<file path="src/rtl/jpeg_word_unpacker.sv">
// jpeg_word_unpacker: turns a length-prefixed stream of 32-bit words into a
// byte stream with a last-byte flag for the JPEG parser.
// Word 0 of a frame carries the byte count in [LEN_W-1:0]. The following
// ceil(count/4) words carry the payload, packed little-endian. Padding bytes
// in the final word are discarded.
// Optional build macro UNPACK_MARKER_CHECK_EN enables the SOI/EOI marker
// checker, which drives a sticky marker_err. Without the macro, marker_err
// is tied low.
module jpeg_word_unpacker #(
    parameter int LEN_W = 16
) (
    input  logic        clock,
    input  logic        reset,
    input  logic        flush,
    input  logic [31:0] in_data,
    input  logic        in_valid,
    output logic        upstream_stall,
    output logic [7:0]  out_data,
    output logic        out_valid,
    output logic        out_last,
    input  logic        downstream_stall,
    output logic        frame_done,
    output logic        marker_err
);

    localparam logic [LEN_W-1:0] ONE  = LEN_W'(1);
    localparam logic [LEN_W-1:0] FOUR = LEN_W'(4);

    typedef enum logic [0:0] {
        ST_HDR,
        ST_PAY
    } state_t;

    state_t           state_reg;
    logic [31:0]      word_reg;
    logic             buf_valid_reg;
    logic [1:0]       idx_reg;
    logic [LEN_W-1:0] remaining_reg;   // bytes still to be emitted
    logic [LEN_W-1:0] unbuffered_reg;  // bytes not yet loaded into word_reg
    logic             frame_done_reg;

    logic [7:0]       lane [4];
    logic [LEN_W-1:0] hdr_len;
    logic             consume;
    logic             final_byte;
    logic             empties;
    logic             accept;

    // Split the buffered word into its four byte lanes.
    generate
        for (genvar gi = 0; gi < 4; gi++) begin : g_lane
            assign lane[gi] = word_reg[8*gi +: 8];
        end
    endgenerate

    assign hdr_len    = in_data[LEN_W-1:0];
    assign out_valid  = buf_valid_reg;
    assign out_data   = lane[idx_reg];
    assign out_last   = buf_valid_reg && (remaining_reg == ONE);
    assign frame_done = frame_done_reg;

    assign consume    = buf_valid_reg && !downstream_stall;
    assign final_byte = consume && (remaining_reg == ONE);
    assign empties    = consume && ((idx_reg == 2'd3) || (remaining_reg == ONE));
    assign accept     = in_valid && !upstream_stall;

    // Accept a word when idle in HDR, or in PAY when the buffer is free this
    // cycle and payload is still owed. Back-pressure on the final byte keeps
    // the next header from being swallowed by the ending frame.
    always_comb begin
        upstream_stall = 1'b0;
        if (state_reg == ST_PAY) begin
            upstream_stall = (buf_valid_reg && !empties) || final_byte ||
                             (unbuffered_reg == '0);
        end
    end

    // Frame sequencing, word buffering and byte indexing.
    always_ff @(posedge clock) begin
        if (reset || flush) begin
            state_reg      <= ST_HDR;
            buf_valid_reg  <= 1'b0;
            idx_reg        <= 2'd0;
            remaining_reg  <= '0;
            unbuffered_reg <= '0;
            frame_done_reg <= 1'b0;
        end else begin
            frame_done_reg <= 1'b0;
            case (state_reg)
                ST_HDR: begin
                    if (accept && (hdr_len != '0)) begin
                        remaining_reg  <= hdr_len;
                        unbuffered_reg <= hdr_len;
                        idx_reg        <= 2'd0;
                        buf_valid_reg  <= 1'b0;
                        state_reg      <= ST_PAY;
                    end
                end
                ST_PAY: begin
                    if (final_byte) begin
                        state_reg      <= ST_HDR;
                        buf_valid_reg  <= 1'b0;
                        idx_reg        <= 2'd0;
                        remaining_reg  <= '0;
                        frame_done_reg <= 1'b1;
                    end else begin
                        if (consume) begin
                            remaining_reg <= remaining_reg - ONE;
                            idx_reg       <= idx_reg + 2'd1;
                        end
                        if (accept) begin
                            word_reg       <= in_data;
                            buf_valid_reg  <= 1'b1;
                            idx_reg        <= 2'd0;
                            unbuffered_reg <= (unbuffered_reg > FOUR) ?
                                              (unbuffered_reg - FOUR) : '0;
                        end else if (empties) begin
                            buf_valid_reg <= 1'b0;
                        end
                    end
                end
                default: state_reg <= ST_HDR;
            endcase
        end
    end

`ifdef UNPACK_MARKER_CHECK_EN
    localparam logic [LEN_W-1:0] TWO = LEN_W'(2);

    logic [LEN_W-1:0] len_reg;
    logic             marker_err_reg;
    logic [LEN_W-1:0] pos;
    logic             bad_byte;

    assign pos        = len_reg - remaining_reg;
    assign marker_err = marker_err_reg;

    // Compare the consumed byte against the SOI/EOI marker positions.
    always_comb begin
        bad_byte = 1'b0;
        if ((pos == '0) && (out_data != 8'hFF))
            bad_byte = 1'b1;
        if ((pos == ONE) && (out_data != 8'hD8))
            bad_byte = 1'b1;
        if ((remaining_reg == TWO) && (out_data != 8'hFF))
            bad_byte = 1'b1;
        if ((remaining_reg == ONE) && ((out_data != 8'hD9) || (len_reg < FOUR)))
            bad_byte = 1'b1;
    end

    // Latch the frame length and hold any marker violation until reset.
    always_ff @(posedge clock) begin
        if (reset) begin
            len_reg        <= '0;
            marker_err_reg <= 1'b0;
        end else begin
            if ((state_reg == ST_HDR) && accept)
                len_reg <= hdr_len;
            if (consume && bad_byte)
                marker_err_reg <= 1'b1;
        end
    end
`else
    assign marker_err = 1'b0;
`endif

endmodule

</file>
<file path="config.mk">
export PLATFORM = sky130hd
export DESIGN_NAME = jpeg_word_unpacker
export DESIGN_NICKNAME = d
export VERILOG_FILES = /design/src/rtl/jpeg_word_unpacker.sv
export SDC_FILE = /design/constraint.sdc
export NUM_CORES = 1
export LEC_CHECK = 0
export CAP_MARGIN = 0
export CORE_ASPECT_RATIO = 2
export CORE_UTILIZATION = 55
export DETAILED_ROUTE_END_ITERATION = 8
export DONT_BUFFER_PORTS = 1
export PLACE_DENSITY = 0.71
export SLEW_MARGIN = 40
export SYNTH_ARGS = -nofsm -noshare
export SYNTH_HDL_FRONTEND = slang
export SYNTH_SLANG_ARGS = --single-unit
</file>
<file path="constraint.sdc">
create_clock -name clock -period 5.4 [get_ports clock]
set_input_delay 1.35 -clock clock [delete_from_list [all_inputs] [get_ports clock]]
set_output_delay 1.35 -clock clock [all_outputs]
set_load 0.01 [all_outputs]
</file>
==> impl_metrics.csv <==
group,metric,value,unit
synthesis,ys_seq_area_frac,0.487,
drt,routed_via_density,6.69,
synthesis,postSynthAreaPerCell,9.88,sq um
final_layout,fillerInstances,503,
floorplanning,num_rows,40,
clocking,clockBufferDepth,2,
floorplanning,die_h,115,microns
global_routing,grt_max_degree,33,
power_and_ir_drop,powerDensity,348,mW/mm^2
floorplanning,core_area,0.00606,sq mm
synthesis,synth-main-ff-cell,"dfxtp_1",
clocking,cts-resized-gates,0,
final_layout,instances_no_fill,438,
timing,setup_viol,0,
floorplanning,die_x,58.4,microns
clocking,cts_inserted_buffers,9,
timing,fin_crit_sh,0.697,
clocking,cts_num_sinks,69,
synthesis,yosysTopAreaCell,"edfxtp_1",
timing,slew-limit-headroom,0.438,
drt,totalWireLength,9400,microns
drt,drtIter0Drc,166,
setup_path,critPathMostFrequentCell,"nor2_1",
timing,max_clock_freq,266,MHz
final_layout,area_delta_synth_final,10.3,%
timing,hold_violations,0,
global_routing,top_usage_layer,"met2",
synthesis,synth_top_area_frac,0.275,
synthesis,ys_ff_latch,69,
timing,rsz0062_at_grt,"no",
final_layout,drive_gt1_frac,0.107,
placed_design,placedCellCount,422,
setup_path,worstPathMaxFanout,6,
placed_design,globalplace.congestion,0.960,
placed_design,dp.final_hpwl,7050,microns
setup_path,critPathKind,"flop to output pin",
synthesis,syn_inst,354,
synthesis,synth-edff-count,32,
clocking,insertion_delay,0.33,ns
global_routing,met3_usage,0.0889,
timing,drv_slew,0,
timing,finClkSkew,0.00447,ns
power_and_ir_drop,p_leak,1.33,nW
setup_path,path_cells,"ha_1, or4b_2, or2_2, nor2_1, nor2_1, nor2_1",
clocking,ctsHoldBuffers,0,
setup_path,cp_data_arrival_time,2.41,ns
timing,timing.hold.ws,0.510,ns
final_layout,mostFrequentLayoutCells,"o21ai_0 (38), nor2_1 (38), dfxtp_1 (37)",
run,cap_violations,0,
setup_path,setup.worst_path.end_class,"output pin",
clocking,htree_levels,3,
final_layout,nets,392,
clocking,cts_tree,"yes",
power_and_ir_drop,ir_worst_vdd,0.000227,V
synthesis,synth_cell_types,47,
global_routing,grt_pass1_wl,14600,microns
floorplanning,start_util,0.577,
final_layout,multi_input_area,0.00168,sq mm
global_routing,met1_usage,0.300,
clocking,path_clk_slew,0.06,ns
global_routing,met2_usage,0.516,
clocking,cts_setup_buffers,0,
run_status,status,"complete, no violations",
drt,ant_nets,0,
final_layout,final_util,0.637,
floorplanning,io_pins,50,
drt,route.vias.total,2931,
global_routing,grt_use_total,0.303,
drt,post-route-drc-count,0,
timing,worstMarginPinSlew,0.841,ns
setup_path,critPathMaxStageDelay,0.67,ns
synthesis,yosysWarnings,0,
clocking,root_buffer,"clkbuf_16",
global_routing,antenna_found_initial,0,
hold_path,min_path_type,"flop to flop",
final_layout,antenna_cells,0,
drt,first_pass_iters,5,
setup_path,required,4.05,ns
drt,wl_per_cell,21.4,microns
global_routing,overflow,0,
setup_path,cpMaxStageDelayCell,"or4b_2",
final_layout,largest_register_ffs,32,
timing,period_minus_slack,3.76,ns
final_layout,regArea,0.00170,sq mm
global_routing,grt_pass1_vias,2856,
floorplanning,die_area,0.00670,sq mm
synthesis,yosys-top-cells-area,"edfxtp_1 (27%), dfxtp_1 (21%), o21ai_0 (5.6%)",
synthesis,syn_nets,397,
synthesis,synthArstFlopShare,0,
synthesis,netlist_area,0.00350,sq mm
placed_design,port_buffers,0,
setup_path,start_kind,"flop",
timing,fin_setup_tns,0,ns
[power breakdown]
group / leakage, nW / total [mW] / internal, mW / switching (mW)
Combinational: 0.587 / 0.153 / 0.0498 / 0.103
Clock: 0.151 / 0.615 / 0.401 / 0.214
Sequential: 0.589 / 0.575 / 0.559 / 0.0156
Total: 1.33 / 1.34 / 1.01 / 0.333
[layer usage]
metal	up-vias	routed length, microns
met2	164	4870
li1	1349	-
met4	0	597
met1	1372	3170
met3	46	754
met5	-	0
[per-stage QoR]
stage | instance area, sq um | worst slack [ns] | total power, mW
after floorplan | 3500 | 0.630 | 0.695
after global placement | 3540 | 1.74 | 0.733
after detailed placement | 3540 | 1.66 | 0.733
after CTS | 3860 | 1.63 | 1.34
after global routing | 3860 | 1.50 | 1.39
final | 3860 | 1.64 | 1.34
[layout make-up]
type | count | area share
Clock buffer | 9 | 0.0584
Multi-Input combinational cell | 256 | 0.435
Tap cell | 84 | 0.0272
Sequential cell | 69 | 0.441
Clock inverter | 7 | 0.0230
Inverter | 10 | 0.00973
Timing Repair Buffer | 3 | 0.00584
[path summary, 6_finish.rpt]
check | startpoint | end | slack (ns) | depth (start not counted)
worst max-delay path | remaining_reg[0]$_SDFFE_PP0P_ | upstream_stall | 1.64 | 6
worst max register to register | remaining_reg[0]$_SDFFE_PP0P_ | unbuffered_reg[13]$_SDFFE_PP0P_ | 2.28 | 7
worst min-delay path | unbuffered_reg[11]$_SDFFE_PP0P_ | unbuffered_reg[11]$_SDFFE_PP0P_ | 0.51 | 2
worst min register to register | unbuffered_reg[11]$_SDFFE_PP0P_ | unbuffered_reg[11]$_SDFFE_PP0P_ | 0.51 | 2
[critical path, delay by kind of cell (launching register included)]
kind	cells	cell delay (ns)
fa+ha+maj	1	0.17
flops	1	0.40
simple gates	5	1.50
[cell usage after synthesis (3+ instances only)]
cell / number
mux4_2: 8
nor2b_1: 5
o22ai_1: 4
nor2_1: 38
ha_1: 6
o41ai_1: 5
o21ai_0: 39
or2_2: 3
nand3_1: 4
or4_1: 7
nor3b_1: 3
nand2b_1: 6
nor3_1: 12
dfxtp_1: 37
o211ai_1: 4
a32o_1: 16
nand2_1: 25
buf_4: 3
inv_1: 10
nor4_1: 10
or3_1: 6
a21oi_1: 23
buf_2: 3
clkbuf_1: 11
edfxtp_1: 32
[cells by family (layout without fill, tap and decap cells)]
group                      after synthesis  count (layout)  share of synthesized area
and+or+nand+nor                        126             126                      0.181
buffers and inverters                   29              29                     0.0354
adders and majority gates                6               6                     0.0215
AOI/OAI and AO/OA                      114             114                      0.220
other                                    1               1                    0.00107
muxes                                    8               8                     0.0515
xor gates and xnor gates                 1               1                    0.00250
DFF                                     69              69                      0.487
Note: power is estimated with default switching activity, not from simulation.
